===== src/rtl/perceptron_pkg.sv =====
// rtl/perceptron_pkg.sv - shared types and helpers for the perceptron trainer
package perceptron_pkg;

  typedef enum logic [2:0] {
    S_IDLE = 3'd0,
    S_ARG  = 3'd1,
    S_RES  = 3'd2,
    S_ERR  = 3'd3,
    S_FBK  = 3'd4,
    S_NEXT = 3'd5,
    S_DONE = 3'd6
  } trainer_state_e;

  typedef enum logic {
    TRAIN = 1'b0,
    EVAL  = 1'b1
  } mode_e;

  function automatic int ERR_W(input int w);
    return 2 * w;
  endfunction

  // Operands are zero-extended, so the difference spans -(2^W-1)..2^W-1 for W up to 16.
  function automatic logic signed [31:0] calc_err(input logic [15:0] tgt, input logic [15:0] res);
    return $signed({16'b0, tgt}) - $signed({16'b0, res});
  endfunction

endpackage


===== src/rtl/perceptron_trainer_sample_table.sv =====
// rtl/perceptron_trainer_sample_table.sv - sample storage, one write port, one async read port
module sample_table #(
  parameter int DEPTH = 4,
  parameter int DW    = 24,
  parameter int AW    = $clog2(DEPTH)
) (
  input  logic          i_clk,
  input  logic          i_we,
  input  logic [AW-1:0] i_wadr,
  input  logic [DW-1:0] i_wdat,
  input  logic [AW-1:0] i_radr,
  output logic [DW-1:0] o_rdat
);

  logic [DW-1:0] r_mem [DEPTH];
  logic          w_in_range;

  // Only a non-power-of-two depth can be addressed past its last entry.
  generate
    if ((1 << AW) == DEPTH) begin : g_pow2
      assign w_in_range = 1'b1;
    end else begin : g_chk
      assign w_in_range = (32'(i_wadr) < DEPTH);
    end
  endgenerate

  always_ff @(posedge i_clk) begin
    if (i_we && w_in_range) begin
      r_mem[i_wadr] <= i_wdat;
    end
  end

  assign o_rdat = r_mem[i_radr];

endmodule


===== src/rtl/perceptron_trainer.sv =====
// rtl/perceptron_trainer.sv - epoch sequencer that trains then evaluates one perceptron
module perceptron_trainer
  import perceptron_pkg::*;
#(
  parameter int N      = 2,
  parameter int W      = 8,
  parameter int DEPTH  = 4,
  parameter int EPOCHS = 10
) (
  input  logic                       i_clk,
  input  logic                       i_rst,
  input  logic                       i_ld_stb,
  output logic                       o_ld_rdy,
  input  logic [$clog2(DEPTH)-1:0]   i_ld_adr,
  input  logic [N*W-1:0]             i_ld_arg,
  input  logic [W-1:0]               i_ld_tgt,
  input  logic                       i_go,
  output logic                       o_busy,
  output logic                       o_done,
  output logic [$clog2(DEPTH+1)-1:0] o_miss,
  output logic                       o_en,
  output logic                       o_arg_stb,
  input  logic                       i_arg_rdy,
  output logic [N*W-1:0]             o_arg_dat,
  input  logic                       i_res_stb,
  output logic                       o_res_rdy,
  input  logic [W-1:0]               i_res_dat,
  output logic                       o_err_stb,
  input  logic                       i_err_rdy,
  output logic [ERR_W(W)-1:0]        o_err_dat,
  input  logic                       i_fbk_stb,
  output logic                       o_fbk_rdy,
  input  logic [N*ERR_W(W)-1:0]      i_fbk_dat
);

  localparam int AW = $clog2(DEPTH);
  localparam int MW = $clog2(DEPTH + 1);
  localparam int EW = $clog2(EPOCHS + 1);
  localparam int RW = ERR_W(W);
  localparam int DW = N * W + W;

  localparam logic [2:0] ST_IDLE = S_IDLE;
  localparam logic [2:0] ST_ARG  = S_ARG;
  localparam logic [2:0] ST_RES  = S_RES;
  localparam logic [2:0] ST_ERR  = S_ERR;
  localparam logic [2:0] ST_FBK  = S_FBK;
  localparam logic [2:0] ST_NEXT = S_NEXT;
  localparam logic [2:0] ST_DONE = S_DONE;

  logic [2:0]    r_state;
  logic [2:0]    w_state_nxt;
  logic [AW-1:0] r_idx;
  logic [EW-1:0] r_epoch;
  mode_e         r_mode;
  logic [RW-1:0] r_err;
  logic [MW-1:0] r_miss;
  logic          r_en, r_busy, r_done, r_ld_rdy;
  logic          r_arg_stb, r_res_rdy, r_err_stb, r_fbk_rdy;
  logic [DW-1:0] w_rdat;
  logic [W-1:0]  w_tgt;
  logic [RW-1:0] w_err;
  logic          w_last_idx;
  logic          w_idle_nxt;
  logic          w_fbk_unused;

  sample_table #(.DEPTH(DEPTH), .DW(DW), .AW(AW)) u_table (
    .i_clk  (i_clk),
    .i_we   (i_ld_stb && r_ld_rdy),
    .i_wadr (i_ld_adr),
    .i_wdat ({i_ld_arg, i_ld_tgt}),
    .i_radr (r_idx),
    .o_rdat (w_rdat)
  );

  assign w_tgt        = w_rdat[W-1:0];
  assign w_err        = RW'(calc_err(16'(w_tgt), 16'(i_res_dat)));
  assign w_last_idx   = (r_idx == AW'(DEPTH - 1));
  assign w_idle_nxt   = (w_state_nxt == ST_IDLE) || (w_state_nxt == ST_DONE);
  assign w_fbk_unused = ^i_fbk_dat;

  always_comb begin
    w_state_nxt = r_state;
    case (r_state)
      ST_IDLE, ST_DONE: if (i_go)      w_state_nxt = ST_ARG;
      ST_ARG:           if (i_arg_rdy) w_state_nxt = ST_RES;
      ST_RES:           if (i_res_stb) w_state_nxt = (r_mode == TRAIN) ? ST_ERR : ST_NEXT;
      ST_ERR:           if (i_err_rdy) w_state_nxt = ST_FBK;
      ST_FBK:           if (i_fbk_stb) w_state_nxt = ST_NEXT;
      ST_NEXT:          w_state_nxt = (!w_last_idx || r_mode == TRAIN) ? ST_ARG : ST_DONE;
      default:          w_state_nxt = ST_IDLE;
    endcase
  end

  // Strobes and status are registered from the next state so no input reaches an output directly.
  always_ff @(posedge i_clk) begin
    if (i_rst) begin
      r_state   <= ST_IDLE;
      r_idx     <= '0;
      r_epoch   <= '0;
      r_mode    <= TRAIN;
      r_err     <= '0;
      r_miss    <= '0;
      r_en      <= 1'b0;
      r_busy    <= 1'b0;
      r_done    <= 1'b0;
      r_ld_rdy  <= 1'b1;
      r_arg_stb <= 1'b0;
      r_res_rdy <= 1'b0;
      r_err_stb <= 1'b0;
      r_fbk_rdy <= 1'b0;
    end else begin
      r_state   <= w_state_nxt;
      r_arg_stb <= (w_state_nxt == ST_ARG);
      r_res_rdy <= (w_state_nxt == ST_RES);
      r_err_stb <= (w_state_nxt == ST_ERR);
      r_fbk_rdy <= (w_state_nxt == ST_FBK);
      r_done    <= (w_state_nxt == ST_DONE);
      r_ld_rdy  <= w_idle_nxt;
      r_busy    <= !w_idle_nxt;
      case (r_state)
        ST_IDLE, ST_DONE: begin
          if (i_go) begin
            r_idx   <= '0;
            r_epoch <= '0;
            r_mode  <= TRAIN;
            r_en    <= 1'b1;
            r_miss  <= '0;
          end
        end
        ST_RES: begin
          if (i_res_stb) begin
            r_err <= w_err;
            if (r_mode == EVAL && w_err != '0) begin
              r_miss <= r_miss + MW'(1);
            end
          end
        end
        ST_NEXT: begin
          if (!w_last_idx) begin
            r_idx <= r_idx + AW'(1);
          end else if (r_mode == TRAIN) begin
            r_idx <= '0;
            if (r_epoch < EW'(EPOCHS - 1)) begin
              r_epoch <= r_epoch + EW'(1);
            end else begin
              r_mode <= EVAL;
              r_en   <= 1'b0;
            end
          end
        end
        default: ;
      endcase
    end
  end

  assign o_ld_rdy  = r_ld_rdy;
  assign o_busy    = r_busy;
  assign o_done    = r_done;
  assign o_miss    = r_miss;
  assign o_en      = r_en;
  assign o_arg_stb = r_arg_stb;
  assign o_arg_dat = w_rdat[DW-1:W];
  assign o_res_rdy = r_res_rdy;
  assign o_err_stb = r_err_stb;
  assign o_err_dat = r_err;
  assign o_fbk_rdy = r_fbk_rdy;

endmodule


===== config.mk =====
export PLATFORM = sky130hd
export DESIGN_NAME = perceptron_trainer
export DESIGN_NICKNAME = d
export VERILOG_FILES = /design/src/rtl/perceptron_pkg.sv /design/src/rtl/perceptron_trainer_sample_table.sv /design/src/rtl/perceptron_trainer.sv
export SDC_FILE = /design/constraint.sdc
export NUM_CORES = 1
export LEC_CHECK = 0
export CAP_MARGIN = 15
export CORE_ASPECT_RATIO = 0.5
export CORE_MARGIN = 2
export CORE_UTILIZATION = 41
export CTS_CLUSTER_SIZE = 12
export DETAILED_ROUTE_END_ITERATION = 7
export PLACE_DENSITY = 0.63
export SETUP_SLACK_MARGIN = 0.2
export SYNTH_ARGS = -nofsm -noshare
export SYNTH_HDL_FRONTEND = slang
export SYNTH_SLANG_ARGS = --single-unit

===== constraint.sdc =====
create_clock -name i_clk -period 10.85 [get_ports i_clk]
set_input_delay 1.085 -clock i_clk [delete_from_list [all_inputs] [get_ports i_clk]]
set_output_delay 1.085 -clock i_clk [all_outputs]
set_load 0.05 [all_outputs]

==> flow_metrics.tcl <==
set metrics [dict create \
    rsz0062_at_grt "no" \
    drc 0 \
    synthArstFlopShare_pct 0 \
    syn_inst 353 \
    path_cells "mux4_2 > clkdlybuf4s50_1" \
    ir_drop_uv 143 \
    synth_top_family_by_area "multiplexers" \
    layout_worst_path_cycle_share_pct 34.7 \
    die_h_um 84.6 \
    ctsResizeCount 0 \
    drtIter0Drc 116 \
    max-slew-margin-rel_pct 28.6 \
    synth_nets 440 \
    cp-start-kind "register" \
    cts_made_buffers 17 \
    finalWeightedCongestion 0.780 \
    worstMarginPinSlew_ns 1.06 \
    die_w_um 165 \
    clk_latency_ns 0.41 \
    dpl_cell_area_um2 6300 \
    num-fill-cells 1025 \
    required_ns 9.77 \
    drt_wl_total_mm 9.65 \
    worstPathArrival_ns 2.68 \
    grt_pass1_wl_mm 15.6 \
    path_clk_slew_ns 0.06 \
    clock_path_buffers 2 \
    drive_gt1_share_pct 16.8 \
    outcome "complete, no violations" \
    netlist_area_um2 5320 \
    area_delta_synth_final_pct 29.7 \
    crit_path_end_kind "primary output" \
    ys_seq_area_share_pct 66.2 \
    p_leak_uw 0.00237 \
    grtUsageTotal_pct 15.0 \
    avgSynthCellArea_um2 15.1 \
    synth_edf_count 96 \
    setup_viol 0 \
    synth_seq_cells 128 \
    hold_path.class "reg -> reg" \
    skew_ns 0.00889 \
    max_freq_mhz 266 \
    synth_simple_gate_area_share_pct 8.09 \
    antenna_cells 0 \
    core_area_um2 12700 \
    antenna_found_initial 0 \
    die-area_um2 14000 \
    grt_pass1_vias 3116 \
    critPathSlowestCell "dfxtp_2" \
    rows 29 \
    synth.distinct_cells 58 \
    io_pins 117 \
    post_cts_buffers 0 \
    cp_max_fo 24 \
    synth_fa_ha_area_share_pct 3.20 \
    firstDrtPassIters 4 \
    layout.nets 527 \
    via_per_inst 4.93 \
    fin_util_pct 54.5 \
    cellPowerDensity_nw_per_um2 178 \
    drv_slew 0 \
    htree_num_levels 4 \
    synth-xor-area-share_pct 1.15 \
    yosys_warnings 0 \
    design_area_um2 6900 \
    cts_sinks 128 \
    initial_core_util_pct 42.0 \
    avgRoutedWirePerCell_um 15.5 \
    overflow 0 \
    setup_ws_ns 7.09 \
    cap_violations 0 \
    hold_violations 0 \
    synth_mux_area_share_pct 10.5 \
    r2r_cells 9 \
    dp_hpwl_mm 6.24 \
    max_stage_delay_ns 0.90 \
    io_buffers 84 \
    hold_ws_ns 0.461 \
    postRouteAntennaNets 0 \
    crit_type "reg -> out" \
    final.min_clock_period_ns 3.76 \
    cts_tree "built" \
    timing.rr.end "o_miss[0]" \
    grt_max_degree 25 \
    r2r_slack_ns 7.22 \
    critPathCapture "o_arg_dat[4]" \
    ctsHoldBuffers 0 \
    tns_ns 0 \
    cts-root-buf "clkbuf_16" \
    place_ws_ns 7.04 \
    synth_flop_cell "edfxtp_1" \
    via_count 3070 \
    synth-compound-area-share_pct 7.22 \
]
## layer usage
layer / routed length, um / vias up / global-route usage (%)
li1: - / 1512 / -
met1: 4380 / 1491 / 19.3
met2: 4700 / 54 / 23.6
met3: 415 / 13 / 5.14
met4: 150 / 0 / 6.01
met5: 0 / - / 0
## final cells by class
| class | count | area [um^2] | share of cell area (%) |
|---|---|---|---|
| repair buffers | 89 | 878 | 12.7 |
| clock buffers | 17 | 425 | 6.17 |
| flip-flops and latches | 128 | 3520 | 51.1 |
| inverters | 18 | 67.6 | 0.979 |
| well taps | 170 | 213 | 3.08 |
| multi-input cells | 186 | 1620 | 23.5 |
| clock inverters | 15 | 170 | 2.47 |
## logic make-up after synthesis
kind of cell | after synthesis
AOI/OAI and AO/OA | 53
adders and majority gates | 13
DFF | 128
and+or+nand+nor | 87
xor gates and xnor gates | 7
buffers and inverters | 39
muxes | 26
## critical path: cells and delay by family, from the launching register on
family	cells	cell delay, ns
flip-flops	1	0.90
buffers and inverters	1	0.72
multiplexers	1	0.63
## flip-flops by register name, indices dropped and copies added (netlist names), 2 cells and up, named ones only
| name | flops |
|---|---|
| u_table.r_mem | 96 |
| r_epoch | 4 |
| o_err_dat | 9 |
| r_idx | 2 |
| o_miss | 3 |
| r_state | 3 |
## synthesized netlist by cell type (all sizes together), types with 2 or more instances
master | instances | area share, %
a211oi | 4 | 0.56
a21o | 3 | 0.45
a21oi | 17 | 1.6
a22oi | 3 | 0.42
a31oi | 2 | 0.24
and2 | 2 | 0.28
buf | 13 | 1.7
clkbuf | 8 | 0.56
dfxtp | 32 | 12
edfxtp | 96 | 54
ha | 12 | 2.8
inv | 18 | 1.3
mux2i | 2 | 0.38
mux4 | 24 | 10
nand2 | 29 | 2.1
nand2b | 3 | 0.35
nand3 | 2 | 0.19
nor2 | 26 | 1.8
nor2b | 4 | 0.47
nor3 | 3 | 0.28
nor3b | 4 | 0.56
o211ai | 2 | 0.28
o21a | 2 | 0.28
o21ai | 6 | 0.56
o32ai | 2 | 0.33
or2 | 4 | 0.52
or3 | 2 | 0.24
xnor2 | 4 | 0.66
xor2 | 3 | 0.49
## worst min path at each step
stage,from,to,depth (start not counted)
floorplan,r_epoch[3],r_epoch[3],2
global placement,r_epoch[3],r_epoch[3],2
detailed placement,o_err_dat[4],o_err_dat[4],2
CTS,o_err_dat[4],o_err_dat[4],2
global route,o_err_dat[6],o_err_dat[6],2
finish,o_err_dat[6],o_err_dat[6],2
## stage by stage
step,power [uW],std cells
after floorplan,627,353
after global placement,667,591
after detailed placement,668,591
after CTS,1240,623
after global routing,1270,623
final,1230,623
## report_power, final
group	leakage, uW	switching (uW)	total [uW]	internal (uW)
combinational	0.000950	61.6	106	44.2
clock	0.000288	223	568	345
sequential	0.00114	6.85	552	545
total	0.00237	291	1230	934
## cells in the final DEF (no fill, tap or decap), types with 3 or more instances in the layout
master           Yosys  layout
nand2b_1             3       3
inv_1               18      18
xor2_1               3       3
a21oi_1             17      17
nor2_1              26      26
a22oi_1              3       3
edfxtp_1            96      96
clkbuf_16            0      17
xnor2_1              4       4
nand2_1             28      28
ha_1                12      12
a211oi_1             4       4
nor2b_1              4       4
clkdlybuf4s50_1      0      84
dfxtp_1             32      31
o21ai_0              6       6
buf_4                9       5
inv_6                0       8
mux4_2              24      24
Note: power is estimated with default switching activity, not from simulation.
